File: src/rtl/fifo_pkg.sv
// Shared constants and types for the RAM-backed FIFO controller.
package fifo_pkg;

    localparam int unsigned ADDR_WIDTH_DEF = 8;
    localparam int unsigned DATA_WIDTH_DEF = 8;

    // Pointer with one extra wrap bit so full and empty can be told apart
    typedef logic [ADDR_WIDTH_DEF:0] ptr_t;

endpackage

File: src/rtl/fifo_ptr.sv
// Wrap-bit FIFO pointer: increments on enable, wraps modulo 2**WIDTH.
module fifo_ptr
    import fifo_pkg::*;
#(
    parameter int unsigned WIDTH = ADDR_WIDTH_DEF + 1
) (
    input  logic             clk,
    input  logic             rst,
    input  logic             inc,
    output logic [WIDTH-1:0] ptr
);

    logic [WIDTH-1:0] ptr_d;
    logic [WIDTH-1:0] ptr_q;

    always_comb begin
        ptr_d = ptr_q;
        if (inc) ptr_d = ptr_q + WIDTH'(1);
    end

    always_ff @(posedge clk or negedge rst) begin
        if (!rst) ptr_q <= '0;
        else      ptr_q <= ptr_d;
    end

    assign ptr = ptr_q;

endmodule

File: src/rtl/ram_fifo_ctrl.sv
// FIFO controller around a dual-port RAM: port A writes, port B reads.
module ram_fifo_ctrl
    import fifo_pkg::*;
#(
    parameter int unsigned ADDR_WIDTH = ADDR_WIDTH_DEF,
    parameter int unsigned DATA_WIDTH = DATA_WIDTH_DEF,
    parameter int unsigned AF_LEVEL   = 2**ADDR_WIDTH - 2
) (
    input  logic                  clk,
    input  logic                  rst,
    input  logic                  wr_req,
    input  logic [DATA_WIDTH-1:0] wr_data,
    input  logic                  rd_req,
    input  logic                  clr_err,
    output logic [DATA_WIDTH-1:0] rd_data,
    output logic                  rd_valid,
    output logic                  full,
    output logic                  empty,
    output logic                  almost_full,
    output logic [ADDR_WIDTH:0]   count,
    output logic                  overflow,
    output logic                  underflow,
    output logic [ADDR_WIDTH-1:0] ram_add_a,
    output logic [ADDR_WIDTH-1:0] ram_add_b,
    output logic [DATA_WIDTH-1:0] ram_din_a,
    output logic                  ram_we_a,
    output logic                  ram_we_b,
    output logic [DATA_WIDTH-1:0] ram_din_b,
    input  logic [DATA_WIDTH-1:0] ram_dout_b
);

    localparam int unsigned PW = ADDR_WIDTH + 1;

    logic [PW-1:0] wr_ptr;
    logic [PW-1:0] rd_ptr;
    logic          wr_acc;
    logic          rd_acc;

    logic [PW-1:0] count_d,     count_q;
    logic          rd_valid_d,  rd_valid_q;
    logic          overflow_d,  overflow_q;
    logic          underflow_d, underflow_q;

    fifo_ptr #(.WIDTH(PW)) u_wr_ptr (
        .clk (clk),
        .rst (rst),
        .inc (wr_acc),
        .ptr (wr_ptr)
    );

    fifo_ptr #(.WIDTH(PW)) u_rd_ptr (
        .clk (clk),
        .rst (rst),
        .inc (rd_acc),
        .ptr (rd_ptr)
    );

    // Status flags from the registered pointers and count
    assign empty       = (wr_ptr == rd_ptr);
    assign full        = (wr_ptr[ADDR_WIDTH] != rd_ptr[ADDR_WIDTH]) &&
                         (wr_ptr[ADDR_WIDTH-1:0] == rd_ptr[ADDR_WIDTH-1:0]);
    assign almost_full = (count_q >= PW'(AF_LEVEL));

    // A full FIFO rejects writes even if a read frees a slot the same cycle
    assign wr_acc = wr_req & ~full;
    assign rd_acc = rd_req & ~empty;

    always_comb begin
        count_d     = count_q;
        rd_valid_d  = rd_acc;
        overflow_d  = (wr_req & full)  | (overflow_q  & ~clr_err);
        underflow_d = (rd_req & empty) | (underflow_q & ~clr_err);
        case ({wr_acc, rd_acc})
            2'b10:   count_d = count_q + PW'(1);
            2'b01:   count_d = count_q - PW'(1);
            default: count_d = count_q;
        endcase
    end

    always_ff @(posedge clk or negedge rst) begin
        if (!rst) begin
            count_q     <= '0;
            rd_valid_q  <= 1'b0;
            overflow_q  <= 1'b0;
            underflow_q <= 1'b0;
        end else begin
            count_q     <= count_d;
            rd_valid_q  <= rd_valid_d;
            overflow_q  <= overflow_d;
            underflow_q <= underflow_d;
        end
    end

    assign count     = count_q;
    assign rd_valid  = rd_valid_q;
    assign overflow  = overflow_q;
    assign underflow = underflow_q;

    // RAM port mapping; the write enable is held off while reset is asserted
    assign ram_we_a  = wr_acc & rst;
    assign ram_add_a = wr_ptr[ADDR_WIDTH-1:0];
    assign ram_din_a = wr_data;
    assign ram_add_b = rd_ptr[ADDR_WIDTH-1:0];
    assign ram_we_b  = 1'b0;
    assign ram_din_b = '0;
    assign rd_data   = ram_dout_b;

endmodule

File: config.mk
export PLATFORM = sky130hd
export DESIGN_NAME = ram_fifo_ctrl
export DESIGN_NICKNAME = d
export VERILOG_FILES = /design/src/rtl/fifo_pkg.sv /design/src/rtl/fifo_ptr.sv /design/src/rtl/ram_fifo_ctrl.sv
export SDC_FILE = /design/constraint.sdc
export NUM_CORES = 1
export LEC_CHECK = 0
export CAP_MARGIN = 20
export CORE_ASPECT_RATIO = 0.5
export CORE_MARGIN = 4
export CORE_UTILIZATION = 40
export CTS_CLUSTER_SIZE = 12
export DETAILED_ROUTE_END_ITERATION = 10
export PLACE_DENSITY = 0.76
export SYNTH_ARGS = -nofsm -noshare
export SYNTH_HDL_FRONTEND = slang
export SYNTH_SLANG_ARGS = --single-unit
File: constraint.sdc
create_clock -name clk -period 3.2 [get_ports clk]
set_input_delay 0.64 -clock clk [delete_from_list [all_inputs] [get_ports clk]]
set_output_delay 0.64 -clock clk [all_outputs]
set_load 0.1 [all_outputs]
### Word level (Yosys, flattened, before mapping)

Index checks and enable logic that the tools add are counted.

| operators by class | value |
|---|---|
| add/subtract/negate cells | 4 |
| $lt $le $gt $ge | 1 |
| multipliers | 0 |
| reductions and logical operators | 2 |
| div/mod/pow operators | 0 |
| equal/unequal tests | 5 |
| bitwise operators | 12 |
| muxes and demuxes | 1 |
| shifts and indexed selects | 0 |

Operators by type and width:

| operator | count |
|---|---|
| 9-bit by 1-bit adder with 9-bit output (second input constant) | 3 |
| 9-bit one-hot mux with 2 select lines | 1 |
| 9-bit equality test | 1 |
| 9-bit by 8-bit >= comparator with 1-bit output (second input constant) | 1 |
| 9-bit by 1-bit subtractor with 9-bit output (second input constant) | 1 |
| 8-bit equality test | 1 |
| 1-bit bitwise AND | 7 |
| 1-bit NOT | 3 |
| 2-bit by 1-bit equality test with 1-bit output (second input constant) | 1 |
| 2-bit equality test (second input constant) | 1 |
| 1-bit OR | 2 |
| 2-bit nonzero test | 1 |
| 1-bit logical AND | 1 |
| 1-bit != test | 1 |

| word-level totals | value |
|---|---|
| input port bits | 21 |
| memories kept | 0 |
| register bits | 30 |
| bits in latches | 0 |
| output and inout port bits | 57 |
| bits in read-only memories | 0 |
| logic and storage cells | 31 |
| RAM bits | 0 |

### Longest topological paths before layout

| depth | value |
|---|---|
| depth after elaboration | 6 |
| depth in mapped cells | 13 |
| gate-level depth less buffers | 13 |

### Modules after synthesis

Synthesis repeated with hierarchy kept, for this count alone.

| unflattened totals | value |
|---|---|
| cell total of the unflattened synthesis | 188 |
| area, all modules | 1,904.3 um^2 |

Modules (own cells, without submodules):

| module | seq. area each (um^2) | area each (um^2) | cells each | times used |
|---|---|---|---|---|
| ram_fifo_ctrl | 300.3 | 1,128.6 | 130 | 1 |
| fifo_ptr | 225.2 | 387.9 | 29 | 2 |

### Worst setup path before layout

No wires, ideal clock.

| timing path | value |
|---|---|
| kind | register to register |
| start point | reg u_rd_ptr.ptr_q[2] (netlist: u_rd_ptr.ptr[2]) |
| end point | reg count_q[8] (netlist: count[8]) |
| library setup time | 70 ps |
| slack | -760 ps |
| path buffers | 0 |
| arrival time | 3,891 ps |
| clock period less this slack | 3,960 ps |
| required time | 3,130 ps |
| stages on the path, launching flop included | 12 |
| path through | dfrtp_1 -> xnor2_1 -> nand4_2 -> nor3b_4 -> nand2b_4 -> ha_1 -> ha_1 -> nor2b_1 -> o31ai_2 -> a211oi_1 -> or4_1 -> nand3b_1 |

| on the way | value |
|---|---|
| cells in the longest elaborated chain, start to end | 6 |
| elaborated cells on any way between the ends | 11 |
| classes of those cells | eq/ne (4); mux (1); bitwise (4); reduce/logical (2) |

RTL lines:

| what | line | text |
|---|---|---|
| from (decl) | fifo_ptr.sv:14 | `logic [WIDTH-1:0] ptr_q;` |
| from (signal assigned) | fifo_ptr.sv:23 | `else ptr_q <= ptr_d;` |
| 8-bit equality test (*) | ram_fifo_ctrl.sv:61 | `(wr_ptr[ADDR_WIDTH-1:0] == rd_ptr[ADDR_WIDTH-1:0]);` |
| 1-bit logical AND (*) | ram_fifo_ctrl.sv:60 | `assign full = (wr_ptr[ADDR_WIDTH] != rd_ptr[ADDR_WIDTH]) &&` |
| net full | ram_fifo_ctrl.sv:17 | `output logic full,` |
| 1-bit NOT (*) | ram_fifo_ctrl.sv:65 | `assign wr_acc = wr_req & ~full;` |
| 1-bit bitwise AND (*) | ram_fifo_ctrl.sv:65 |  |
| 2-bit by 1-bit equality test with 1-bit output / 2-bit equality test (equally long branches) | ram_fifo_ctrl.sv:73 | `case ({wr_acc, rd_acc})` |
| 9-bit one-hot mux with 2 select lines / 2-bit nonzero test (equally long branches) | n/a |  |
| to (signal assigned) | ram_fifo_ctrl.sv:87 | `count_q <= count_d;` |
| to (decl) | ram_fifo_ctrl.sv:39 | `logic [PW-1:0] count_d, count_q;` |

The timed path passes the listed nets; every way through them passes the cells marked *.
A chain may end at the register's enable or synchronous reset.

### Final worst setup path

| timing path | value |
|---|---|
| start point | reg u_wr_ptr.ptr_q[2] (netlist: u_wr_ptr.ptr[2]) |
| end point | reg count_q[8] (netlist: count[8]) |

| on the way | value |
|---|---|
| elaborated cells on any way between the ends | 11 |
| classes of those cells | eq/ne (4); mux (1); bitwise (4); reduce/logical (2) |

RTL lines:

| what | line | text |
|---|---|---|
| from (decl) | fifo_ptr.sv:14 |  |
| from (signal assigned) | fifo_ptr.sv:23 |  |
| 9-bit equality test (*) | ram_fifo_ctrl.sv:59 | `assign empty = (wr_ptr == rd_ptr);` |
| 1-bit NOT (*) | ram_fifo_ctrl.sv:66 | `assign rd_acc = rd_req & ~empty;` |
| 1-bit bitwise AND (*) | ram_fifo_ctrl.sv:66 |  |
| net rd_acc | ram_fifo_ctrl.sv:37 | `logic rd_acc;` |
| 2-bit by 1-bit equality test with 1-bit output / 2-bit equality test (equally long branches) | ram_fifo_ctrl.sv:73 |  |
| 9-bit one-hot mux with 2 select lines / 2-bit nonzero test (equally long branches) | n/a |  |

Marks and branches as above.

==> results.toml <==
[logic_synthesis]
synth_top_area_share = 0.356
synthAdderAreaFrac = 0.0688
synth_compound_area_frac = 0.0854
synth.distinct_cells = 41
synthFlopType = "dfrtp_1"
async_reset_ff_frac = 1.00
synth_enable_flop_cells = 0
synth_commonest_cells = "41 x buf_4, 30 x dfrtp_1, 20 x nand2_1"
yosys.cell_count.top_type = "buf_4"
synth_top_family_by_area = "simple AND/OR/NAND/NOR gates"
yosys-top-cells-area = "dfrtp_1 36%, buf_4 15%, xnor2_1 6.6%"
ys_seq_elements = 30
yosysWarnings = 0
synth-simple-area-share = 0.174
ys_seq_area_frac = 0.356
yosysTopAreaCell = "dfrtp_1"
synthCells = 221
netlist_area_um2 = 2110
synth_xor_xnor_area_share = 0.129
avgSynthCellArea_um2 = 9.55
synth.area.mux_share = 0.0154

[timing]
finalCritPeriodShare = 0.932
rsz0062_at_grt = "false"
min_period_ns = 2.98
whs_ns = 0.491
drv_slew = 0
skew_ns = 0.00726
finalHoldViolations = 0
max_freq_mhz = 335
setup-violations-final = 0

[clock_tree]
cts_sinks = 30
postCtsHoldBufs = 0
ctsLongestPathBuffers = 2
post_cts_buffers = 0
cts_made_buffers = 5
cts_resized = 0
clk_pin_slew_worst_paths_ns = 0.07
clock_latency_ns = 0.29
root_buffer = "clkbuf_8"
cts_tree = "yes"
cts_max_level = 2

[setup_path]
end_kind = "register"
crit_end = "count[8]$_DFFE_PN0P_"
cp-start-kind = "register"
ff2ff_path_depth = 13
reg2reg_to = "count[8]$_DFFE_PN0P_"
r2r_slack_ns = 0.22
worstPathArrival_ns = 3.20
startpoint = "u_wr_ptr.ptr[2]$_DFFE_PN0P_"
worstPathMaxFanout = 12
r2r_start = "u_wr_ptr.ptr[2]$_DFFE_PN0P_"
worstPathRequired_ns = 3.42
crit_type = "register to register"

[grt]
antenna_found_initial = 0
grt_overflow = 0
grt_max_degree = 31
grt_pass1_vias = 1480
grtUsageTotal = 0.132
grt_first_pass_wirelength_um = 6910

[drt]
ant_nets = 0
wire_per_inst_um = 13.8
vias = 1513
first_pass_iters = 4
drt_iter0_drc = 65
vias_per_cell = 4.99
drc = 0
wl_um = 4180

[place]
port-buffer-count = 36
hpwl_um = 3210
place_congestion = 0.898

[floorplanning]
die-height_um = 59.4
coreArea_um2 = 5020
num_io_pins = 78
num_rows = 18
dieArea_um2 = 6570
die_x_um = 111
start_util = 0.420

[final_layout]
fin_nets = 264
area_growth_pct = 13.0
fillCellCount = 471
drive_gt1_frac = 0.240
n_antenna_cell = 0

[hold_path]
hp-class = "register to register"

[outcome]
outcome = "complete, no violations"

[flow_run]
max_cap_viol_count = 0
## per-stage QoR
| stage | setup TNS, ns | cells | setup slack, ns | utilization | cell area (um2) |
|---|---|---|---|---|---|
| floorplan | -1.52 | 229 | -0.425 | - | 2190 |
| global placement | 0 | 295 | 0.246 | 0.454 | 2280 |
| detailed placement | 0 | 295 | 0.168 | 0.454 | 2280 |
| CTS | 0 | 303 | 0.163 | 0.472 | 2370 |
| global route | 0 | 303 | 0.00896 | 0.475 | 2390 |
| finish | 0 | 303 | 0.218 | 0.475 | 2390 |
## sequential cells by signal, indices dropped and copies added (netlist names)
signal and flops:
count 9, overflow 1, rd_valid 1, u_rd_ptr.ptr 9, u_wr_ptr.ptr 9, underflow 1
## cells in the final DEF, fill, tap and decap left out, drive strengths merged, types with 2 or more instances in the layout
cell	n
nor3	7
o21ai	12
o211ai	2
nand2	20
nor3b	3
dfrtp	30
clkdlybuf4s50	4
nand2b	4
nor4b	2
mux2	2
clkbuf	7
nor2	7
o21a	2
xnor2	16
nand3b	2
or4	2
ha	10
inv	12
a211oi	3
buf	35
nor4	2
nand4	5
xor2	15
nand3	3
conb	9
a21oi	5
## cell families (layout without fill, tap and decap cells)
kind of cell             count (synthesis)  after routing
AND/OR/NAND/NOR                         61             61
XOR/XNOR                                31             31
AO/OA/AOI/OAI                           29             29
buffers and inverters                   55             59
flip-flops                              30             30
other                                    1              9
multiplexers                             3              3
adder cells (fa/ha/maj)                 11             11
## routing by layer
layer,wire length [um],GRT usage
met5,0,0
met4,82,0.0526
met3,291,0.0550
met2,2000,0.221
met1,1810,0.154
## cell type report
type                            count  area (um2)  share of cell area
Multi-Input combinational cell    144        1100               0.459
Tap cell                           70        87.6              0.0367
Inverter                           12        45.0              0.0189
Timing Repair Buffer               39         315               0.132
Clock buffer                        7        86.3              0.0362
Clock inverter                      1        5.00             0.00210
Sequential cell                    30         751               0.315
## worst max-delay path: stages, from the launching register on
cell and delay (ns):
dfrtp_1 0.46, xnor2_1 0.20, nand4_2 0.19, nor3_4 0.21, nand2b_1 0.19, inv_1 0.10, ha_4 0.22, inv_1 0.12
fa_2 0.25, nor2b_4 0.06, o31ai_4 0.26, a211oi_1 0.13, or4_1 0.42, nand3b_1 0.09
## worst min path at each step
stage | from | endpoint | slack, ns | depth (start not counted)
after global placement | u_wr_ptr.ptr[8]$_DFFE_PN0P_ | u_wr_ptr.ptr[8]$_DFFE_PN0P_ | 0.48 | 1
after detailed placement | u_rd_ptr.ptr[8]$_DFFE_PN0P_ | u_rd_ptr.ptr[8]$_DFFE_PN0P_ | 0.48 | 1
after global routing | u_wr_ptr.ptr[8]$_DFFE_PN0P_ | u_wr_ptr.ptr[8]$_DFFE_PN0P_ | 0.51 | 1
final | u_rd_ptr.ptr[8]$_DFFE_PN0P_ | u_rd_ptr.ptr[8]$_DFFE_PN0P_ | 0.49 | 1
after CTS | u_rd_ptr.ptr[8]$_DFFE_PN0P_ | u_rd_ptr.ptr[8]$_DFFE_PN0P_ | 0.49 | 1
after floorplan | rst | count[0]$_DFFE_PN0P_ | 0.34 | 0
Power is left out: the tool's default activity adds up to more than one toggle a clock period on the data nets, which glitch-free logic cannot reach.
